**src/rtl/vend_pkg.sv**
```systemverilog
// Shared definitions for the change-dispensing controller: coin codes,
// coin values and the FSM state encoding.
package vend_pkg;

    localparam logic [1:0] COIN_NONE = 2'b00;
    localparam logic [1:0] COIN_5    = 2'b01;
    localparam logic [1:0] COIN_10   = 2'b10;
    localparam logic [1:0] COIN_25   = 2'b11;

    localparam int VAL_5      = 5;
    localparam int VAL_10     = 10;
    localparam int VAL_25     = 25;
    localparam int MAX_AMOUNT = 95;

    typedef enum logic [2:0] {
        IDLE,
        SELECT,
        EJECT,
        DONE,
        ERR
    } state_t;

    function automatic int coin_value(input logic [1:0] code);
        case (code)
            COIN_5:  return VAL_5;
            COIN_10: return VAL_10;
            COIN_25: return VAL_25;
            default: return 0;
        endcase
    endfunction

endpackage

```
**src/rtl/vend_coin_pick.sv**
```systemverilog
// Combinational greedy coin selector: largest available coin not above rem.
// avail bit order: [2] 25c, [1] 10c, [0] 5c.
module vend_coin_pick
    import vend_pkg::*;
#(
    parameter int AMT_W = 7
) (
    input  logic [AMT_W-1:0] rem,
    input  logic [2:0]       avail,
    output logic [1:0]       coin
);

    always_comb begin
        coin = COIN_NONE;
        if (avail[2] && rem >= AMT_W'(VAL_25)) begin
            coin = COIN_25;
        end else if (avail[1] && rem >= AMT_W'(VAL_10)) begin
            coin = COIN_10;
        end else if (avail[0] && rem >= AMT_W'(VAL_5)) begin
            coin = COIN_5;
        end
    end

endmodule

```
**src/rtl/vend_change_ctrl.sv**
```systemverilog
// Change payout controller: greedy coin ejection with per-coin inventories.
// Define VEND_CHANGE_INV_EN to track inventories; otherwise supply is infinite.
//
// state  | meaning
// IDLE   | ready for a request
// SELECT | choose next coin, or finish / fail
// EJECT  | hopper command held until eject_ack
// DONE   | one-cycle payout-complete pulse
// ERR    | one-cycle failure pulse, err_amount holds unpaid remainder
module vend_change_ctrl
    import vend_pkg::*;
#(
    parameter int AMT_W   = 7,
    parameter int CNT_W   = 6,
    parameter int INIT_25 = 20,
    parameter int INIT_10 = 20,
    parameter int INIT_5  = 20
) (
    input  logic             clk,
    input  logic             rst_n,
    input  logic             req_valid,
    input  logic [AMT_W-1:0] req_amount,
    output logic             req_ready,
    output logic             eject_valid,
    output logic [1:0]       eject,
    input  logic             eject_ack,
    input  logic             refill_valid,
    input  logic [1:0]       refill_coin,
    output logic             done,
    output logic             err,
    output logic [AMT_W-1:0] err_amount,
    output logic             busy,
    output logic [CNT_W-1:0] inv25,
    output logic [CNT_W-1:0] inv10,
    output logic [CNT_W-1:0] inv5
);

    state_t           state, state_nx;
    logic [AMT_W-1:0] rem, rem_nx, err_amt_nx;
    logic [1:0]       cur_coin, cur_coin_nx, pick;
    logic [2:0]       avail;
    logic             req_bad;

    assign req_bad = ((req_amount % AMT_W'(5)) != '0) || (req_amount > AMT_W'(MAX_AMOUNT));

    vend_coin_pick #(.AMT_W(AMT_W)) u_pick (
        .rem   (rem),
        .avail (avail),
        .coin  (pick)
    );

    always_ff @(posedge clk or negedge rst_n) begin
        if (!rst_n) begin
            state      <= IDLE;
            rem        <= '0;
            err_amount <= '0;
            cur_coin   <= COIN_NONE;
        end else begin
            state      <= state_nx;
            rem        <= rem_nx;
            err_amount <= err_amt_nx;
            cur_coin   <= cur_coin_nx;
        end
    end

    always_comb begin
        state_nx    = state;
        rem_nx      = rem;
        err_amt_nx  = err_amount;
        cur_coin_nx = cur_coin;
        req_ready   = 1'b0;
        eject_valid = 1'b0;
        eject       = COIN_NONE;
        done        = 1'b0;
        err         = 1'b0;
        busy        = 1'b1;
        case (state)
            IDLE: begin
                req_ready = 1'b1;
                busy      = 1'b0;
                if (req_valid) begin
                    err_amt_nx = '0;
                    if (req_bad) begin
                        err_amt_nx = req_amount;
                        state_nx   = ERR;
                    end else begin
                        rem_nx   = req_amount;
                        state_nx = SELECT;
                    end
                end
            end
            SELECT: begin
                if (rem == '0) begin
                    state_nx = DONE;
                end else if (pick == COIN_NONE) begin
                    err_amt_nx = rem;
                    state_nx   = ERR;
                end else begin
                    cur_coin_nx = pick;
                    state_nx    = EJECT;
                end
            end
            EJECT: begin
                eject_valid = 1'b1;
                eject       = cur_coin;
                if (eject_ack) begin
                    rem_nx   = rem - AMT_W'(coin_value(cur_coin));
                    state_nx = SELECT;
                end
            end
            DONE: begin
                done     = 1'b1;
                state_nx = IDLE;
            end
            ERR: begin
                err      = 1'b1;
                state_nx = IDLE;
            end
            default: state_nx = IDLE;
        endcase
    end

`ifdef VEND_CHANGE_INV_EN
    logic ack_take;
    assign ack_take = (state == EJECT) && eject_ack;

    // Index i holds coin code i+1; a refill and an eject of the same coin cancel.
    for (genvar i = 0; i < 3; i++) begin : g_inv
        localparam logic [1:0] CODE   = 2'(i + 1);
        localparam int         INIT_V = (i == 0) ? INIT_5 : ((i == 1) ? INIT_10 : INIT_25);
        logic [CNT_W-1:0] cnt;
        logic             inc, dec;

        assign inc = refill_valid && (refill_coin == CODE);
        assign dec = ack_take && (cur_coin == CODE);

        always_ff @(posedge clk or negedge rst_n) begin
            if (!rst_n) begin
                cnt <= CNT_W'(INIT_V);
            end else if (inc && !dec) begin
                if (cnt != '1) cnt <= cnt + 1'b1;
            end else if (dec && !inc) begin
                cnt <= cnt - 1'b1;
            end
        end

        assign avail[i] = (cnt != '0);
    end

    assign inv5  = g_inv[0].cnt;
    assign inv10 = g_inv[1].cnt;
    assign inv25 = g_inv[2].cnt;
`else
    localparam int unused_init = INIT_25 + INIT_10 + INIT_5;
    logic unused_refill;
    assign unused_refill = ^{refill_valid, refill_coin};

    assign avail = 3'b111;
    assign inv25 = '1;
    assign inv10 = '1;
    assign inv5  = '1;
`endif

endmodule

```
**config.mk**
```make
export PLATFORM = sky130hd
export DESIGN_NAME = vend_change_ctrl
export DESIGN_NICKNAME = d
export VERILOG_FILES = /design/src/rtl/vend_pkg.sv /design/src/rtl/vend_coin_pick.sv /design/src/rtl/vend_change_ctrl.sv
export SDC_FILE = /design/constraint.sdc
export NUM_CORES = 1
export LEC_CHECK = 0
export ABC_AREA = 1
export CORE_MARGIN = 5
export CORE_UTILIZATION = 37
export DETAILED_ROUTE_END_ITERATION = 10
export PLACE_DENSITY_LB_ADDON = 0.2
export SLEW_MARGIN = 10
export SYNTH_ARGS = -nofsm -noshare
export SYNTH_HDL_FRONTEND = slang
export SYNTH_SLANG_ARGS = --single-unit
export TNS_END_PERCENT = 5
```
**constraint.sdc**
```tcl
create_clock -name clk -period 4.47 [get_ports clk]
set_clock_uncertainty 0.2 [all_clocks]
set_input_delay 1.341 -clock clk [delete_from_list [all_inputs] [get_ports clk]]
set_output_delay 1.341 -clock clk [all_outputs]
set_load 0.005 [all_outputs]
```
==> Word level (Yosys, flattened, before mapping) <==
Index checks and enable logic that the tools add are counted.
{ "word_totals": {"ff_bits": 19, "latchBits": 0, "mem_bits_rw": 0, "rom_bits": 0, "inputBits": 14, "output_inout_bits": 32, "n_memories": 0} }
{ "op_classes": {"n_addsub": 1, "mul": 0, "n_div": 1, "order_cmp": 4, "n_eq_ne": 12, "shifts": 0, "muxes": 27, "n_bitwise": 2, "reduce_logical": 11} }
{ "op_table": {"columns": ["cell", "count"], "rows": [
  ["7-bit two-way mux", 9],
  ["7-bit one-hot mux with 2 select lines", 2],
  ["3-bit two-way mux", 5],
  ["5-bit one-hot mux with 3 select lines", 1],
  ["2-bit inequality test, second input constant", 5],
  ["3-bit one-hot mux with 3 select lines", 1],
  ["4-bit AND reduction", 2],
  ["7-bit by 3-bit >= comparator with 1-bit output, second input constant", 1],
  ["7-bit by 4-bit >= comparator with 1-bit output, second input constant", 1],
  ["7-bit by 5-bit >= comparator with 1-bit output, second input constant", 1],
  ["7-bit greater-than comparator, second input constant", 1],
  ["7-bit logical NOT", 1],
  ["7-bit by 3-bit modulo with 7-bit output, second input constant", 1],
  ["7-bit nonzero test", 1],
  ["7-bit subtractor", 1],
  ["3-bit by 2-bit == test with 1-bit output, second input constant", 2],
  ["1-bit two-way mux", 6],
  ["2-bit two-way mux", 3],
  ["2-bit == test, second input constant", 2],
  ["2-bit nonzero test", 2],
  ["3-bit by 1-bit == test with 1-bit output, second input constant", 1],
  ["3-bit == test, second input constant", 1],
  ["3-bit logical NOT", 1],
  ["3-bit AND reduction", 1],
  ["other kinds (5)", 6]
]} }

==> Depth between registers and ports, before layout <==
{ "depth": {"ltp_word": 8, "ltp_mapped": 16} }

==> Hierarchy <==
A second synthesis with hierarchy kept.
{ "hier_totals": {"hier_cells": 244, "hier_area_um2": 1631.6} }
{ "by_module_without_submodules": {"columns": ["module", "instances", "cells_per_inst", "area_per_inst_um2", "seq_area_each_um2"], "rows": [
  ["vend_change_ctrl", 1, 221, 1529.0, 475.5],
  ["vend_coin_pick", 1, 23, 102.6, 0.0]
]} }

==> Least setup slack after synthesis <==
No wires, ideal clock.
{ "synth_timing": {"path_type": "input to register", "start": "input port req_amount[3]", "end": "register state[2]", "setup_ns": 0.125, "arrival_ns": 2.586, "required_time_ns": 4.145, "slack_ns": 1.560, "stages": 14, "path_buffers": 1, "cell_sequence": "inv_1 nand3_1 nand2_2 nand3_2 nand3_2 nand2_2 nand2_2 nand2_2 nand2_2 nand3_2 or2_1 buf_6 nand2_2 a21oi_2"} }
{ "synth_via": {"elab_chain_len": 6, "elab_cells_between_ends": 7} }
{ "synth_lines": {"columns": ["item", "line", "text"], "rows": [
  ["start, declared", "vend_change_ctrl.sv:22", "input logic [AMT_W-1:0] req_amount,"],
  ["7-bit by 3-bit modulo with 7-bit output", "vend_change_ctrl.sv:44", "assign req_bad = ((req_amount % AMT_W'(5)) != '0) || (req_amount > AMT_W'(MAX_AMOUNT));"],
  ["7-bit nonzero test", "vend_change_ctrl.sv:44", null],
  ["1-bit logical OR (*)", "vend_change_ctrl.sv:44", null],
  ["3-bit two-way mux (*)", "vend_change_ctrl.sv:83", "if (req_bad) begin"],
  ["3-bit two-way mux (*)", "vend_change_ctrl.sv:81", "if (req_valid) begin"],
  ["3-bit one-hot mux with 3 select lines (*)", "vend_change_ctrl.sv:77", "case (state)"],
  ["end signal, assigned", "vend_change_ctrl.sv:59", "state <= state_nx;"],
  ["end, declared", "vend_change_ctrl.sv:38", "state_t state, state_nx;"]
]} }
Every way passes the cells marked *; elsewhere a longest branch is shown, timed or not. The select of a mux whose other input is x is not followed.
A chain may end at the register's enable or synchronous reset.

==> Worst setup path in the final report <==
{ "layout_timing": {"start": "register state[2]", "end": "output port eject[1]"} }
{ "layout_via": {"elab_chain_len": 2} }
{ "layout_lines": {"columns": ["item", "line", "text"], "rows": [
  ["3-bit by 2-bit == test with 1-bit output", "vend_change_ctrl.sv:77", null],
  ["2-bit two-way mux", "vend_change_ctrl.sv:77", null],
  ["end, declared", "vend_change_ctrl.sv:25", "output logic [1:0] eject,"]
]} }
Every way passes these cells.

==> results.sh <==
export IMPL_layout_drive_gt1_share=0.173
export IMPL_worstSetupPathType="reg -> out"
export IMPL_die_area_mm2=0.00616
export IMPL_coreArea_mm2=0.00463
export IMPL_grt_pass1_wl_mm=6.20
export IMPL_diodes=0
export IMPL_seq_power_share=0.248
export IMPL_pwr_share_comb=0.664
export IMPL_fmax_ghz=0.261
export IMPL_vias=1486
export IMPL_finalHoldViolCount=0
export IMPL_critPathLaunchType="register"
export IMPL_yosysSeqAreaShare=0.274
export IMPL_p_switching_mw=0.653
export IMPL_synth_edf_count=0
export IMPL_rsz0062_at_grt="no"
export IMPL_leakage_nw=0.981
export IMPL_async_reset_ff_frac=1.00
export IMPL_avgSynthCellArea_um2=7.11
export IMPL_status="complete, no violations"
export IMPL_synthCells=244
export IMPL_avgViaCountPerCell=4.64
export IMPL_tightest_slew_ns=0.941
export IMPL_grt_pass1_vias=1397
export IMPL_cpMostUsedCell="inv_1"
export IMPL_final_setup_tns_ns=0
export IMPL_ir_drop_mv=0.199
export IMPL_die_x_um=78.5
export IMPL_cts_buffers=3
export IMPL_drtIter0Drc=63
export IMPL_cts_clk_slew_worst_paths_ns=0.08
export IMPL_cpPeakStageDelay_ns=0.52
export IMPL_cts_sinks=19
export IMPL_ys_seq_elements=19
export IMPL_wl_per_cell_um=11.5
export IMPL_gr_total_overflow=0
export IMPL_synthTopCellsByArea="dfrtp_1 27%, nand2_1 8.4%, buf_4 7.8%"
export IMPL_p_clk_frac=0.088
export IMPL_ctsResizeCount=0
export IMPL_synth_warnings=0
export IMPL_ios=46
export IMPL_cap_violations=0
export IMPL_p_per_area_mw_per_mm2=691
export IMPL_ant_nets=0
export IMPL_num_rows=25
export IMPL_grt_start_max_net_pins=20
export IMPL_slew_headroom=0.371
export IMPL_post_route_period_util=0.856
export IMPL_gp_congestion=0.769
export IMPL_wirelength_mm=3.69
export IMPL_final_max_slew_viol_count=0
export IMPL_synth_cell_area_mm2=0.00173
export IMPL_setup_viol=0
export IMPL_clock_latency_ns=0.25
export IMPL_first_pass_iters=4
export IMPL_portBuffers=24
export IMPL_finalCriticalPeriod_ns=3.83
export IMPL_area_growth_pct=14.6
export IMPL_final_nets=287
export IMPL_antenna_found_initial=0
export IMPL_synth_ff_type="dfrtp_1"
export IMPL_cts_root_buf="clkbuf_8"
export IMPL_crit_required_ns=2.93
export IMPL_start_util=0.375
export IMPL_min_delay_path_class="reg -> reg"
export IMPL_holdWs_ns=0.304
export IMPL_remaining_drc_errors=0
export IMPL_p_int_mw=0.721
export IMPL_dpl_hpwl_mm=3.01
export IMPL_netlist_top_cell_by_area="dfrtp_1"
export IMPL_cp_end_kind="primary output"
export IMPL_postCtsHoldBufs=0
export IMPL_cts_tree="built"
export IMPL_cpMaxStageDelayCell="clkdlybuf4s50_1"
export IMPL_htree_levels=1
export IMPL_p_sw_frac=0.475
export IMPL_critical_path_max_fanout=14
export IMPL_yosysTopAreaCellShare=0.274
export IMPL_clk_path_buf_depth=2
export IMPL_postCtsSetupRepairBufs=0
export IMPL_die_y_um=78.5
export IMPL_crit_chain="nor2_4 > inv_1 > nor2_2 > inv_1 > nor2_1 > clkdlybuf4s50_1"
export IMPL_yosysUniqueCellTypes=35
export IMPL_grt_use_total=0.124
export IMPL_cp_arrival_ns=2.29
==> cell type report <==
cell class / count / area [um^2]
fill: 501 / 2640
multi-input combinational: 184 / 1030
sequential: 19 / 475
timing repair buffer: 24 / 240
inverter: 35 / 131
tap: 54 / 67.6
clock buffer: 4 / 45.0
==> critical path: cells and delay by family (launching register included) <==
kind | cells | cell delay [ns]
AND/OR/NAND/NOR | 3 | 0.68
buffers and inverters | 3 | 0.91
flip-flops | 1 | 0.44
==> cell usage after synthesis, types with 2 or more instances <==
cell / n
a31oi_1: 5
xnor2_1: 2
nand3_1: 7
nand3_2: 3
inv_1: 31
o21ai_0: 10
clkbuf_1: 3
dfrtp_1: 19
nand2_1: 39
ha_1: 5
nand2_2: 16
a21oi_1: 9
nor2_2: 5
nand4_1: 8
nor2_4: 2
buf_4: 18
xor2_1: 2
a21oi_2: 8
or2_1: 2
inv_2: 4
nor2_1: 32
==> through the flow <==
stage	cells	cell area (um^2)	setup WS (ns)	utilization	power, mW
global placement	316	1940	0.754	0.420	1.26
global route	320	1990	0.460	0.429	1.53
floorplan	261	1800	1.56	-	1.01
CTS	320	1990	0.630	0.429	1.39
detailed placement	316	1940	0.729	0.420	1.26
finish	320	1990	0.643	0.429	1.37
==> cells by family after synthesis <==
logic type | after synthesis | synth area share
and+or+nand+nor | 117 | 0.333
buffers and inverters | 58 | 0.170
AOI/OAI and AO/OA | 39 | 0.154
DFF | 19 | 0.274
adders and majority gates | 6 | 0.0476
xor gates and xnor gates | 4 | 0.0202
other | 1 | 0.00216
==> final timing paths <==
kind	startpoint	end	slack [ns]	cells past startpoint
worst max-delay path	state[2]	eject[1]	0.64	6
worst min-delay path	rem[5]	rem[5]	0.30	2
worst max register to register	rem[5]	err_amount[2]	1.93	12
worst min register to register	rem[5]	rem[5]	0.30	2
max in group asynchronous	rst_n	cur_coin[1]	2.09	1
min in group asynchronous	rst_n	err_amount[6]	1.41	1
==> state kept, by name, summed over array words and instances, names as in the netlist <==
register and flops:
cur_coin 2, err_amount 7, rem 7, state 3
==> layout by cell type (no fill, tap or decap), types with 3 or more instances in the layout <==
| cell | n |
|---|---|
| o21ai_0 | 10 |
| a31oi_1 | 5 |
| nand2_2 | 16 |
| nor2_1 | 32 |
| a21oi_2 | 8 |
| nor2_2 | 5 |
| dfrtp_1 | 19 |
| a21oi_1 | 9 |
| nand3_1 | 7 |
| inv_2 | 4 |
| nand2_1 | 39 |
| clkdlybuf4s50_1 | 24 |
| conb_1 | 18 |
| ha_1 | 5 |
| inv_1 | 31 |
| clkbuf_8 | 3 |
| nand4_1 | 8 |
| nand3_2 | 3 |
==> power by group through the flow <==
| stage | clock network (mW) | logic [mW] | registers, mW |
|---|---|---|---|
| 2_1_floorplan | 0 | 0.679 | 0.329 |
| 3_3_place_gp | 0 | 0.912 | 0.344 |
| 3_5_place_dp | 0 | 0.920 | 0.344 |
| 4_1_cts | 0.127 | 0.924 | 0.341 |
| 5_1_grt | 0.136 | 1.04 | 0.356 |
| 6_report | 0.121 | 0.912 | 0.340 |
==> layer usage <==
layer  vias to the layer above  GRT usage  share of wire
met3                         4     0.0287          0.054
met2                        33      0.209           0.48
met5                         -          0              0
met1                       668      0.156           0.46
met4                         0     0.0420          0.010
li1                        781          -              -
(Power assumes the default switching activity.)
